$ cat config.mk
export PLATFORM = sky130hd
export DESIGN_NAME = pipe_hazard_ctrl_flat
export DESIGN_NICKNAME = d
export VERILOG_FILES = /design/src/rtl/pipe_hazard_ctrl_if.sv /design/src/rtl/pipe_hazard_ctrl.sv /design/src/flat_wrapper.sv
export SDC_FILE = /design/constraint.sdc
export NUM_CORES = 1
export LEC_CHECK = 0
export CELL_PAD_IN_SITES_DETAIL_PLACEMENT = 2
export CELL_PAD_IN_SITES_GLOBAL_PLACEMENT = 2
export CORE_ASPECT_RATIO = 1.4
export CORE_MARGIN = 8
export CORE_UTILIZATION = 31
export CTS_CLUSTER_SIZE = 20
export DETAILED_ROUTE_END_ITERATION = 8
export PLACE_DENSITY = 0.84
export SLEW_MARGIN = 10
export SYNTH_ARGS = -nofsm -noshare
export SYNTH_HDL_FRONTEND = slang
export SYNTH_SLANG_ARGS = --single-unit
$ cat constraint.sdc
create_clock -name clk -period 1.9 [get_ports clk]
set_input_delay 0.285 -clock clk [delete_from_list [all_inputs] [get_ports clk]]
set_output_delay 0.285 -clock clk [all_outputs]
set_load 0.05 [all_outputs]
$ cat src/rtl/pipe_hazard_ctrl_if.sv
// Bundle between the ID/EX pipeline registers and the hazard controller.
// The bundle carries the ID-stage instruction description and the controller's stall, flush and forwarding outputs.
interface pipe_hazard_ctrl_if #(
    parameter int RA_W = 3
);
    // There is no valid/ready handshake here. The ID stage presents one instruction
    // per cycle, qualified by id_valid. The controller answers in the same cycle with
    // stall/bubble/flush/fwd, and the pipeline registers obey them on the next edge.
    logic            id_valid;
    logic [RA_W-1:0] id_rs1;
    logic [RA_W-1:0] id_rs2;
    logic            id_rs1_used;
    logic            id_rs2_used;
    logic [RA_W-1:0] id_rd;
    logic            id_regwrite;
    logic            id_memread;
    logic            id_multicycle;
    logic            ex_mispredict;

    logic            stall_if;
    logic            stall_id;
    logic            flush_if_id;
    logic            bubble_ex;
    logic [1:0]      fwd_a;
    logic [1:0]      fwd_b;
    logic            busy;
    logic [1:0]      dbg_mode;

    modport master (
        output id_valid, id_rs1, id_rs2, id_rs1_used, id_rs2_used, id_rd,
               id_regwrite, id_memread, id_multicycle, ex_mispredict,
        input  stall_if, stall_id, flush_if_id, bubble_ex, fwd_a, fwd_b, busy, dbg_mode
    );

    modport slave (
        input  id_valid, id_rs1, id_rs2, id_rs1_used, id_rs2_used, id_rd,
               id_regwrite, id_memread, id_multicycle, ex_mispredict,
        output stall_if, stall_id, flush_if_id, bubble_ex, fwd_a, fwd_b, busy, dbg_mode
    );
endinterface

$ cat src/rtl/pipe_hazard_ctrl.sv
// Hazard, forwarding and sequencing controller for a 5-stage pipeline.
// It tracks the destination tags in EX/MEM/WB and a counter for multi-cycle EX ops.
module pipe_hazard_ctrl #(
    parameter int RA_W      = 3,
    parameter int MC_CYCLES = 4,
    parameter int FWD_EN    = 1,
    parameter int ZERO_REG  = 1
) (
    input  logic              clk,
    input  logic              reset_n,
    pipe_hazard_ctrl_if.slave hz
);
    localparam int              MC_W    = $clog2(MC_CYCLES);
    localparam logic [MC_W-1:0] MC_LOAD = MC_W'(MC_CYCLES - 1);
    localparam logic [MC_W-1:0] MC_ONE  = MC_W'(1);

    localparam logic [1:0] MODE_NORMAL = 2'd0;
    localparam logic [1:0] MODE_BUSY   = 2'd1;
    localparam logic [1:0] MODE_FLUSH  = 2'd2;
    localparam logic [1:0] MODE_HAZARD = 2'd3;

    typedef struct packed {
        logic            valid;
        logic            regwrite;
        logic            memread;
        logic [RA_W-1:0] rd;
        logic            rs1_used;
        logic            rs2_used;
        logic [RA_W-1:0] rs1;
        logic [RA_W-1:0] rs2;
    } ex_tag_t;

    // Downstream stages only need to know whether they write, and whether the value comes from a load.
    typedef struct packed {
        logic            wr;
        logic            memread;
        logic [RA_W-1:0] rd;
    } mem_tag_t;

    typedef struct packed {
        logic            wr;
        logic [RA_W-1:0] rd;
    } wb_tag_t;

    ex_tag_t   ex_q,  ex_d,  id_tag;
    mem_tag_t  mem_q, mem_d;
    wb_tag_t   wb_q,  wb_d;
    logic [MC_W-1:0] mc_cnt_q, mc_cnt_d;

    logic       ex_wr;
    logic       rs1_chk, rs2_chk;
    logic       ex_hit1, ex_hit2;
    logic       load_use, raw, hazard;
    logic [1:0] mode;
    logic [1:0] fwd_a, fwd_b;

    function automatic logic match(input logic [RA_W-1:0] s, input logic wr,
                                   input logic [RA_W-1:0] rd);
        return wr && (s == rd) && !((ZERO_REG != 0) && (s == '0));
    endfunction

    // A load still in MEM has no result yet, so that case falls through to the older WB value.
    function automatic logic [1:0] fwd_sel(input logic [RA_W-1:0] s, input logic used,
                                           input logic ex_valid, input mem_tag_t mem,
                                           input wb_tag_t wb);
        logic [1:0] sel;
        sel = 2'b00;
        if ((FWD_EN != 0) && ex_valid && used) begin
            if (match(s, mem.wr, mem.rd) && !mem.memread) begin
                sel = 2'b01;
            end else if (match(s, wb.wr, wb.rd)) begin
                sel = 2'b10;
            end
        end
        return sel;
    endfunction

    always_comb begin
        ex_wr    = ex_q.valid & ex_q.regwrite;
        rs1_chk  = hz.id_valid & hz.id_rs1_used;
        rs2_chk  = hz.id_valid & hz.id_rs2_used;
        ex_hit1  = match(hz.id_rs1, ex_wr, ex_q.rd);
        ex_hit2  = match(hz.id_rs2, ex_wr, ex_q.rd);
        load_use = ex_q.memread & ((rs1_chk & ex_hit1) | (rs2_chk & ex_hit2));
        raw      = (rs1_chk & (ex_hit1 | match(hz.id_rs1, mem_q.wr, mem_q.rd)
                                       | match(hz.id_rs1, wb_q.wr, wb_q.rd)))
                 | (rs2_chk & (ex_hit2 | match(hz.id_rs2, mem_q.wr, mem_q.rd)
                                       | match(hz.id_rs2, wb_q.wr, wb_q.rd)));
        hazard   = (FWD_EN != 0) ? load_use : raw;
    end

    always_comb begin
        mode = MODE_NORMAL;
        if (mc_cnt_q != '0) begin
            mode = MODE_BUSY;
        end else if (hz.ex_mispredict && ex_q.valid) begin
            mode = MODE_FLUSH;
        end else if (hazard) begin
            mode = MODE_HAZARD;
        end
    end

    always_comb begin
        fwd_a = fwd_sel(ex_q.rs1, ex_q.rs1_used, ex_q.valid, mem_q, wb_q);
        fwd_b = fwd_sel(ex_q.rs2, ex_q.rs2_used, ex_q.valid, mem_q, wb_q);
    end

    assign hz.busy        = (mode == MODE_BUSY);
    assign hz.stall_if    = (mode == MODE_BUSY) || (mode == MODE_HAZARD);
    assign hz.stall_id    = (mode == MODE_BUSY) || (mode == MODE_HAZARD);
    assign hz.flush_if_id = (mode == MODE_FLUSH);
    assign hz.bubble_ex   = (mode == MODE_FLUSH) || (mode == MODE_HAZARD);
    assign hz.fwd_a       = fwd_a;
    assign hz.fwd_b       = fwd_b;
    assign hz.dbg_mode    = mode;

    always_comb begin
        id_tag.valid    = hz.id_valid;
        id_tag.regwrite = hz.id_regwrite;
        id_tag.memread  = hz.id_memread;
        id_tag.rd       = hz.id_rd;
        id_tag.rs1_used = hz.id_rs1_used;
        id_tag.rs2_used = hz.id_rs2_used;
        id_tag.rs1      = hz.id_rs1;
        id_tag.rs2      = hz.id_rs2;
    end

    // By default the pipeline advances one stage; only the contents that enter EX and MEM vary by mode.
    always_comb begin
        ex_d          = ex_q;
        mem_d.wr      = ex_wr;
        mem_d.memread = ex_q.valid & ex_q.memread;
        mem_d.rd      = ex_q.rd;
        wb_d.wr       = mem_q.wr;
        wb_d.rd       = mem_q.rd;
        mc_cnt_d      = mc_cnt_q;
        case (mode)
            MODE_BUSY: begin
                mem_d    = '0;
                mc_cnt_d = mc_cnt_q - MC_ONE;
            end
            MODE_FLUSH, MODE_HAZARD: begin
                ex_d = '0;
            end
            default: begin
                ex_d = id_tag;
                if (hz.id_valid && hz.id_multicycle) begin
                    mc_cnt_d = MC_LOAD;
                end
            end
        endcase
    end

    always_ff @(posedge clk or negedge reset_n) begin
        if (!reset_n) begin
            ex_q     <= '0;
            mem_q    <= '0;
            wb_q     <= '0;
            mc_cnt_q <= '0;
        end else begin
            ex_q     <= ex_d;
            mem_q    <= mem_d;
            wb_q     <= wb_d;
            mc_cnt_q <= mc_cnt_d;
        end
    end
endmodule
$ cat src/flat_wrapper.sv
// flat-port wrapper written by rule: the top's interface ports become plain ports
module pipe_hazard_ctrl_flat 
#(
    parameter int RA_W      = 3,
    parameter int MC_CYCLES = 4,
    parameter int FWD_EN    = 1,
    parameter int ZERO_REG  = 1
)
  (clk, reset_n, hz_id_valid, hz_id_rs1, hz_id_rs2, hz_id_rs1_used, hz_id_rs2_used, hz_id_rd, hz_id_regwrite, hz_id_memread, hz_id_multicycle, hz_ex_mispredict, hz_stall_if, hz_stall_id, hz_flush_if_id, hz_bubble_ex, hz_fwd_a, hz_fwd_b, hz_busy, hz_dbg_mode);
  pipe_hazard_ctrl_if #(.RA_W(RA_W)) hz_i ();
  input  logic clk;
  input  logic reset_n;
  input wire logic [$bits(hz_i.id_valid)-1:0] hz_id_valid;
  input wire logic [$bits(hz_i.id_rs1)-1:0] hz_id_rs1;
  input wire logic [$bits(hz_i.id_rs2)-1:0] hz_id_rs2;
  input wire logic [$bits(hz_i.id_rs1_used)-1:0] hz_id_rs1_used;
  input wire logic [$bits(hz_i.id_rs2_used)-1:0] hz_id_rs2_used;
  input wire logic [$bits(hz_i.id_rd)-1:0] hz_id_rd;
  input wire logic [$bits(hz_i.id_regwrite)-1:0] hz_id_regwrite;
  input wire logic [$bits(hz_i.id_memread)-1:0] hz_id_memread;
  input wire logic [$bits(hz_i.id_multicycle)-1:0] hz_id_multicycle;
  input wire logic [$bits(hz_i.ex_mispredict)-1:0] hz_ex_mispredict;
  output wire logic [$bits(hz_i.stall_if)-1:0] hz_stall_if;
  output wire logic [$bits(hz_i.stall_id)-1:0] hz_stall_id;
  output wire logic [$bits(hz_i.flush_if_id)-1:0] hz_flush_if_id;
  output wire logic [$bits(hz_i.bubble_ex)-1:0] hz_bubble_ex;
  output wire logic [$bits(hz_i.fwd_a)-1:0] hz_fwd_a;
  output wire logic [$bits(hz_i.fwd_b)-1:0] hz_fwd_b;
  output wire logic [$bits(hz_i.busy)-1:0] hz_busy;
  output wire logic [$bits(hz_i.dbg_mode)-1:0] hz_dbg_mode;
  assign hz_i.id_valid = hz_id_valid;
  assign hz_i.id_rs1 = hz_id_rs1;
  assign hz_i.id_rs2 = hz_id_rs2;
  assign hz_i.id_rs1_used = hz_id_rs1_used;
  assign hz_i.id_rs2_used = hz_id_rs2_used;
  assign hz_i.id_rd = hz_id_rd;
  assign hz_i.id_regwrite = hz_id_regwrite;
  assign hz_i.id_memread = hz_id_memread;
  assign hz_i.id_multicycle = hz_id_multicycle;
  assign hz_i.ex_mispredict = hz_ex_mispredict;
  assign hz_stall_if = hz_i.stall_if;
  assign hz_stall_id = hz_i.stall_id;
  assign hz_flush_if_id = hz_i.flush_if_id;
  assign hz_bubble_ex = hz_i.bubble_ex;
  assign hz_fwd_a = hz_i.fwd_a;
  assign hz_fwd_b = hz_i.fwd_b;
  assign hz_busy = hz_i.busy;
  assign hz_dbg_mode = hz_i.dbg_mode;
  pipe_hazard_ctrl #(.RA_W(RA_W), .MC_CYCLES(MC_CYCLES), .FWD_EN(FWD_EN), .ZERO_REG(ZERO_REG)) u_core (.clk(clk), .reset_n(reset_n), .hz(hz_i));
endmodule
==> flow_summary.yaml, run 1 <==
status:
  status: "complete, but fails checks"
  violations: "setup timing"
synthesis:
  synth_top_area_share: 0.467
  ys_async_sr_fraction: 1.00
  yosysSeqAreaShare: 0.467
  synth_area_leaders: "dfrtp_1, o2bb2ai_1, nand2_1"
  synth_top_flop_cell: "dfrtp_1"
  synth_edf_count: 0
  syn-cell-area_mm2: 0.00134
  synth_cell_types: 36
  synth_fp_nets: 152
  ys.warnings.count: 0
  yosys.area.top_type: "dfrtp_1"
  synth_seq_cells: 25
  synthCells: 133
  avgSynthCellArea_um2: 10.1
timing:
  setup_viol: 9
  timing.fmax_mhz: 456
  tightest_slew_ns: 0.320
  slew_headroom: 0.785
  period_share: 1.15
  fin_setup_tns_ns: -1.95
  fin_crit_ns: 2.19
  slew_viol_final: 0
  hold_viol_final: 0
  worst_slack_ns: -0.291
  rsz0062_at_grt: "yes"
  worst_hold_slack_ns: 0.365
  clock_skew_ns: 0.0149
routing:
  drc: 0
  vias_per_cell: 5.58
  routed_wl_mm: 5.30
  drt_iter0_markers: 21
  antenna_left: 0
  wire_per_inst_um: 22.9
  num_vias: 1289
  drt-pass1-iter-count: 4
final_layout:
  drive_gt1_frac: 0.452
  n_antenna_cell: 0
  layout_common_cells: "buf_4, dfrtp_1, nand2_1"
  finalNetCount: 206
  stdcell_count: 231
  area.growth.synth_to_final_pct: 63.1
  final_common_cell: "buf_4"
  final_cell_area_mm2: 0.00219
grt:
  use_met1: 0.154
  grt_max_degree: 26
  grt_pass1_wl_mm: 7.71
  antenna_found_initial: 0
  grt_use_met3: 0.0203
  use_met2: 0.280
  track_usage: 0.145
  overflow: 0
  grt-busiest-layer: "met2"
  grt_pass1_vias: 1496
clock_tree:
  clk_pin_slew_worst_paths_ns: 0.10
  cts_root_buffer: "clkbuf_8"
  htree_num_levels: 1
  clockBufferDepth: 2
  cts_made_buffers: 3
  clk_latency_ns: 0.28
  clock-sinks: 25
  cts_tree: "done"
placement:
  port_buffers: 28
  gp_congestion: 0.817
  dp_cells: 215
  place_area_mm2: 0.00189
  place_hpwl_mm: 3.41
power_and_ir_drop:
  power_density_mw_per_mm2: 1460
  ir_drop_mv: 0.930
  p_leak_nw: 0.929
die:
  ios: 29
  initial_utilization: 0.319
  die_h_um: 93.8
  rows: 28
  dieArea_mm2: 0.00671
  die_w_um: 71.6
  design.core.area_mm2: 0.00420
worst_setup_path:
  cp-end-kind: "primary output"
  path_class: "reg2out"
  critPathMaxFanout: 3
  required_ns: 1.62
  start_kind: "flop"
  arrival_ns: 1.91
worst_hold_path:
  hold_class: "in2async"
run:
  maxCapViolCount: 0
## per-layer routing
layer / routed length, um / vias to the layer above
met2: 2930 / 32
met1: 2130 / 667
met3: 153 / 8
met4: 83 / 0
met5: 0 / -
li1: - / 582
## area by class of cell
type / count / area (um^2)
Fill cell: 418 / 2020
Inverter: 4 / 18.8
Multi-Input combinational cell: 96 / 833
Clock inverter: 1 / 5.00
Tap cell: 45 / 56.3
Sequential cell: 25 / 633
Clock buffer: 3 / 41.3
Timing Repair Buffer: 57 / 598
## path summary, 6_finish.rpt
check	endpoint	depth (start not counted)	slack, ns	from
min in group clk	u_core.ex_q[3]	3	0.37	hz_id_rs1[0]
hold / removal	u_core.ex_q[0]	2	0.37	reset_n
max in group asynchronous	u_core.ex_q[13]	2	1.26	reset_n
setup reg to reg	u_core.ex_q[11]	6	0.02	u_core.ex_q[10]
setup / recovery	hz_bubble_ex	5	-0.29	u_core.ex_q[10]
hold reg to reg	u_core.wb_q[3]	0	0.37	u_core.mem_q[4]
## flip-flops by register name, indices dropped and copies added (netlist names)
name	count
u_core.mem_q	5
u_core.wb_q	4
u_core.mc_cnt_q	2
u_core.ex_q	14
## stage by stage
step / total power, mW / worst slack (ns) / utilization
2_1_floorplan: 1.87 / -0.288 / -
3_3_place_gp: 2.35 / -0.328 / 0.449
3_5_place_dp: 2.46 / -0.356 / 0.449
4_1_cts: 2.93 / -0.269 / 0.483
5_1_grt: 3.38 / -0.337 / 0.520
6_report: 3.19 / -0.291 / 0.520
## report_power, final
part / switching (mW) / internal, mW
clock: 0.178 / 0.147
sequential: 0.254 / 0.749
combinational: 1.01 / 0.855
## critical path, cell delays in order, from the launching register on
cell	delay, ns
dfrtp_1	0.40
o21ba_2	0.26
nor2_2	0.05
or4_4	0.57
a31oi_4	0.19
buf_12	0.16
## kinds of logic (layout without fill, tap and decap cells)
group           Yosys count  after routing  share of synthesized area
compound gates           30             30                      0.169
xor+xnor                 12             12                     0.0784
fa+ha+maj                 1              1                    0.00934
buf+inv                  13             65                     0.0541
flops                    25             25                      0.467
mux                       2              2                     0.0159
simple gates             50             51                      0.206
## Yosys cell counts, drive strengths merged (3+ instances only)
master and instances:
xnor2 6, nand2 18, nor3 4, and2 3, a31oi 4, buf 5, xor2 6, clkbuf 4
nor2 4, and3 4, dfrtp 25, nor3b 3, a21oi 3, nand3 4, nand4 3, o21ai 3
inv 3, o2bb2ai 14
## timing repair
action                     CTS  global route
hold buffers                 0             0
buffers inserted             6             5
setup endpoints to repair   16            26
resized for setup           25            22
cloned                       0             1
pin swaps                   14            16
No activity file was read; power rests on OpenSTA's default activity.
==> inputs of run 2 (changes only) <==
SKIP_LAST_GASP = 1   (was unset)
==> run 2 against run 1 <==
The run still ends with setup timing left. Clock skew hardly changed. Combinational power fell by 5%. Final area fell by 2.5%. Wire length decreased by 4.3%. Sequential share of layout area increased by 0.75 points. Die area unchanged. Largest power group unchanged.
==> flow_summary.yaml, run 2 (synthesis gave the netlist of run 1 again) <==
clock_tree:
  clk_latency_ns: 0.28
  cts_hold_buf: 0
  cts_tree: "done"
  clk_pin_slew_worst_paths_ns: 0.10
  htree_num_levels: 1
  cts_root_buffer: "clkbuf_8"
  clock-sinks: 25
  cts_made_buffers: 3
  clockBufferDepth: 2
timing:
  rsz0062_at_grt: "yes"
  slew_headroom: 0.784
  worst_slack_ns: -0.289
  tightest_slew_ns: 0.321
  timing.fmax_mhz: 457
  hold_viol_final: 0
  period_share: 1.15
  clock_skew_ns: 0.0152
  worst_hold_slack_ns: 0.362
  setup_viol: 9
  fin_crit_ns: 2.19
  fin_setup_tns_ns: -1.69
  slew_viol_final: 0
final_layout:
  n_antenna_cell: 0
  layout_common_cells: "buf_4, dfrtp_1, nand2_1"
  area.growth.synth_to_final_pct: 59.0
  top_regs: "u_core.ex_q (14), u_core.mem_q (5), u_core.wb_q (4)"
  drive_gt1_frac: 0.413
  finalNetCount: 204
  final_cell_area_mm2: 0.00213
  largest-register: "u_core.ex_q"
  final_common_cell: "buf_4"
  largest_reg_flops: 14
  stdcell_count: 229
  final_util: 0.507
placement:
  place_area_mm2: 0.00189
  place_hpwl_mm: 3.41
  gp_congestion: 0.817
  dp_cells: 215
  port_buffers: 28
die:
  design.core.area_mm2: 0.00420
  dieArea_mm2: 0.00671
  die_w_um: 71.6
  rows: 28
  ios: 29
  die_h_um: 93.8
  initial_utilization: 0.319
worst_setup_path:
  reg2reg_depth: 6
  rrSetupSlack_ns: 0.02
  r2r_start: "u_core.ex_q[10]"
  path_buf_inv: 1
  path_class: "reg2out"
  cp_slowest_cell: "or4_4"
  crit_family: "simple AND/OR/NAND/NOR gates"
  r2r-end: "u_core.ex_q[11]"
  critPathMaxFanout: 3
  arrival_ns: 1.90
  crit_path_cell_trace: "o21ba_2 -> nor2_2 -> or4_4 -> a31oi_4 -> buf_12"
  start_kind: "flop"
  cp-end-kind: "primary output"
  required_ns: 1.62
  cp_slowest_stage_delay_ns: 0.57
routing:
  vias_per_cell: 5.48
  routed_wl_mm: 5.07
  drt-pass1-iter-count: 4
  drt_iter0_markers: 14
  wire_per_inst_um: 22.1
  drc: 0
  num_vias: 1256
  antenna_left: 0
status:
  violations: "setup timing"
  status: "complete, but fails checks"
grt:
  grt_pass1_wl_mm: 7.60
  overflow: 0
  grt_pass1_vias: 1466
  track_usage: 0.143
  antenna_found_initial: 0
  grt_max_degree: 26
run:
  maxCapViolCount: 0
power_and_ir_drop:
  p_leak_nw: 0.912
  ir_drop_mv: 0.937
  power_density_mw_per_mm2: 1440
worst_hold_path:
  hold_class: "in2async"
[run 2: changes by cell type in the layout (fill, tap and decap cells not counted), sizes merged]
| cell | change |
|---|---|
| buf | -2 |
[run 2: area by class of cell]
class                      instances  area, um^2
fill                             413        2070
multi-input combinational         96         797
sequential                        25         633
timing repair buffer              55         579
tap                               45        56.3
clock buffer                       3        41.3
inverter                           4        18.8
clock inverter                     1        5.00
[run 2: worst register-to-register path, stage by stage (launching register included)]
cell and delay (ns):
dfrtp_1 0.39, o21ba_2 0.25, nor2_2 0.05, or4_4 0.57, buf_4 0.18, nand3_2 0.18, o2bb2ai_1 0.11
[run 2: worst max path at each step]
stage                    startpoint           end  slack, ns  cells past startpoint
global route        u_core.ex_q[10]  hz_bubble_ex      -0.34                      5
floorplan            u_core.wb_q[2]   hz_fwd_b[1]      -0.29                      6
detailed placement     hz_id_rs2[0]  hz_bubble_ex      -0.36                      6
global placement       hz_id_rs2[1]  hz_bubble_ex      -0.33                      6
finish              u_core.ex_q[10]  hz_bubble_ex      -0.29                      5
CTS                  u_core.ex_q[8]  hz_bubble_ex      -0.27                      5
[run 2: power by group]
group | internal [mW] | switching, mW | leakage, nW | total [mW]
Sequential | 0.749 | 0.234 | 0.314 | 0.983
Combinational | 0.814 | 0.952 | 0.572 | 1.77
Clock | 0.147 | 0.178 | 0.0255 | 0.325
[run 2: repair_timing]
item	CTS	global route
setup endpoints to repair	16	26
cloned	0	1
gates resized for setup	23	16
hold endpoints to repair	0	0
pin swaps	14	8
buffers inserted	6	3
[run 2: layer usage]
metal,global-route usage,share of wire,vias to the layer above
li1,-,-,578
met1,0.153,0.38,638
met5,0,0,-
met3,0.0203,0.036,8
met2,0.276,0.57,32
met4,0.0462,0.017,0
[run 2: stage by stage]
stage          setup slack, ns  power, mW
3_3_place_gp            -0.328       2.35
6_report                -0.289       3.07
2_1_floorplan           -0.288       1.87
4_1_cts                 -0.269       2.92
5_1_grt                 -0.336       3.26
3_5_place_dp            -0.356       2.46
==> RTL edit, RTL diff (flow settings as in run 1) <==
Make the reset (`reset_n`) synchronous in one clocked block.
--- a/src/rtl/pipe_hazard_ctrl.sv
+++ b/src/rtl/pipe_hazard_ctrl.sv
@@ -151,7 +151,7 @@
         endcase
     end
 
-    always_ff @(posedge clk or negedge reset_n) begin
+    always_ff @(posedge clk) begin
         if (!reset_n) begin
             ex_q     <= '0;
             mem_q    <= '0;
Formal check against the unedited RTL: differs if reset_n is asserted again (counterexample within 4 cycles, from zero or initial values and one cycle with reset_n low); with reset_n held inactive, the same outputs for 10 cycles.
==> RTL edit against run 1 <==
The flow still finishes with violations (negative setup slack). Worst setup slack gained 0.25 ns. Power shrank 23%. Cell area shrank 8.5%. Critical path type unchanged. Count of clock-buffer cells in the layout grew 1. Routed wire length shrank 1.1%. Sequential cell count is the same. Synthesized area grew 1.9%. Highest routed layer unchanged. Cell count grew 11%.
==> RTL edit: results (changes against run 1) <==
| Metric | Value |
|---|---|
| Status | finished with violations (unchanged) |
| Violated checks | negative setup slack (unchanged) |
| Antenna diodes | 0 (unchanged) |
| Antenna violations before repair | 0 (unchanged) |
| RR Endpoint | u_core.mc_cnt_q[1] (was u_core.ex_q[11]) |
| Register clock-pin slew on the reported worst setup and hold paths | 0.09 ns |
| Adder-cell share of the synthesized area | 0.917% (was 0.934%) |
| Compound-Gate Fraction of Synth Area | 17.4% (was 16.9%) |
| Worst slack, placed | -0.332 ns (was -0.356 ns) |
| Path type of the worst setup path | reg2out (unchanged) |
| Grt met1 use | 14.5% (was 15.4%) |
| Synth area leaders | dfxtp_1, o32ai_1, and2_1 (was dfrtp_1, o2bb2ai_1, nand2_1) |
| Dpl hpwl | 3650 um (was 3410 um) |
| Reg2Reg Depth | 7 (was 6) |
| Final nets | 216 (was 206) |
| DRT iter0 DRCs | 34 (was 21) |
| Pin count of the biggest net entering global routing | 33 (was 26) |
| Final GP Congestion | 0.783 (was 0.817) |
| H-tree depth | 1 (unchanged) |
| Total global-route track usage | 15.0% (was 14.5%) |
| Post-synthesis async set-or-reset flop share | 0% (was 100%) |
| Setup TNS | -0.0428 ns (was -1.95 ns) |
| Final Slew Violations | 0 (unchanged) |
| # setup viols final | 2 (was 9) |
| CP max FO | 2 (was 3) |
| Worst Clk Skew | 0.00534 ns (was 0.0149 ns) |
| First-pass GRT wire length | 7890 um (was 7710 um) |
| GR Util met2 | 30.4% (was 28.0%) |
| Slew headroom | 79.4% (was 78.5%) |
| Proportion of layout cells with a drive suffix above 1 | 29.6% (was 45.2%) |
| Slowest cell on the critical path | dfxtp_1 (was or4_4) |
| Placed cell area | 1850 um2 (was 1890 um2) |
| Mux cell area share after synthesis | 0% (was 1.59%) |
| # fillers | 441 (was 418) |
| Peak supply drop | 1080 uV (was 930 uV) |
| Worst setup path startpoint | u_core.mem_q[4] (was u_core.ex_q[10]) |
| Crit path largest cell delay | 0.36 ns (was 0.57 ns) |
| Top cells by count, synth | dfxtp_1, and2_1, inv_1 (was dfrtp_1, nand2_1, o2bb2ai_1) |
| Cell family with most CP delay | simple AND/OR/NAND/NOR gates (unchanged) |
| Worst r2r src | u_core.ex_q[9] (was u_core.ex_q[10]) |
| Final setup margin | -0.0399 ns (was -0.291 ns) |
| Cell with the most instances after synthesis | dfxtp_1 (was dfrtp_1) |
| Vias in the first global route | 1512 (was 1496) |
| DR WL/cell | 20.5 um (was 22.9 um) |
| Post-synthesis xor/xnor area fraction | 8.98% (was 7.84%) |
| Vias/cell | 5.31 (was 5.58) |
| Worst EP arrival | 1.65 ns (was 1.91 ns) |
| Unique masters post-synth | 31 (was 36) |
| Syn Nets | 184 (was 152) |
| Met3 Usage GRT | 2.44% (was 2.03%) |
| Hold crit path type | reg2reg (was in2async) |
| R2R Setup Slk | 0.09 ns (was 0.02 ns) |
| Setup crit end | hz_fwd_b[0] (was hz_bubble_ex) |
| Leak | 0.759 nW (was 0.929 nW) |
| Cts bufs inserted | 3 (unchanged) |
| Clock Tree Buf Depth | 2 (unchanged) |
| Sequential area share after synthesis | 36.7% (was 46.7%) |
[RTL edit: power by group]
part / total, mW / internal (mW) / switching [mW] / leakage, nW
Sequential: 0.775 / 0.644 / 0.131 / 0.208
Clock: 0.324 / 0.150 / 0.173 / 0.0228
Combinational: 1.37 / 0.591 / 0.783 / 0.528
[RTL edit: layout make-up]
| type | count | area, um2 | share of cell area, % |
|---|---|---|---|
| Multi-Input combinational cell | 108 | 832 | 41.6 |
| Sequential cell | 25 | 514 | 25.7 |
| Timing Repair Buffer | 41 | 467 | 23.3 |
| Tap cell | 60 | 75.1 | 3.75 |
| Inverter | 18 | 67.6 | 3.38 |
| Clock buffer | 4 | 45.0 | 2.25 |
[RTL edit: worst min path at each step]
stage	depth (start not counted)	endpoint	slack, ns	startpoint
final	2	u_core.mem_q[3]	0.51	u_core.ex_q[11]
after global routing	1	u_core.wb_q[3]	0.52	u_core.mem_q[4]
after CTS	1	u_core.wb_q[3]	0.49	u_core.mem_q[4]
after detailed placement	1	u_core.wb_q[3]	0.46	u_core.mem_q[4]
after global placement	1	u_core.wb_q[3]	0.43	u_core.mem_q[4]
after floorplan	1	u_core.wb_q[3]	0.42	u_core.mem_q[4]
[RTL edit: layer usage]
| layer | vias up | part of all wire, % |
|---|---|---|
| met5 | - | 0 |
| met4 | 0 | 2.2 |
| met3 | 9 | 2.7 |
| met2 | 32 | 58 |
| met1 | 686 | 37 |
| li1 | 633 | - |
[RTL edit: repair_timing]
item / CTS / global route
setup buffers: 1 / 0
pin swaps: 10 / 7
setup endpoints to repair: 9 / 9
resized for setup: 27 / 12
[RTL edit: through the flow]
stage	instances	utilization [%]
final	256	47.2
after global routing	256	47.2
after CTS	256	45.9
after detailed placement	251	43.7
after global placement	251	43.7
after floorplan	165	-
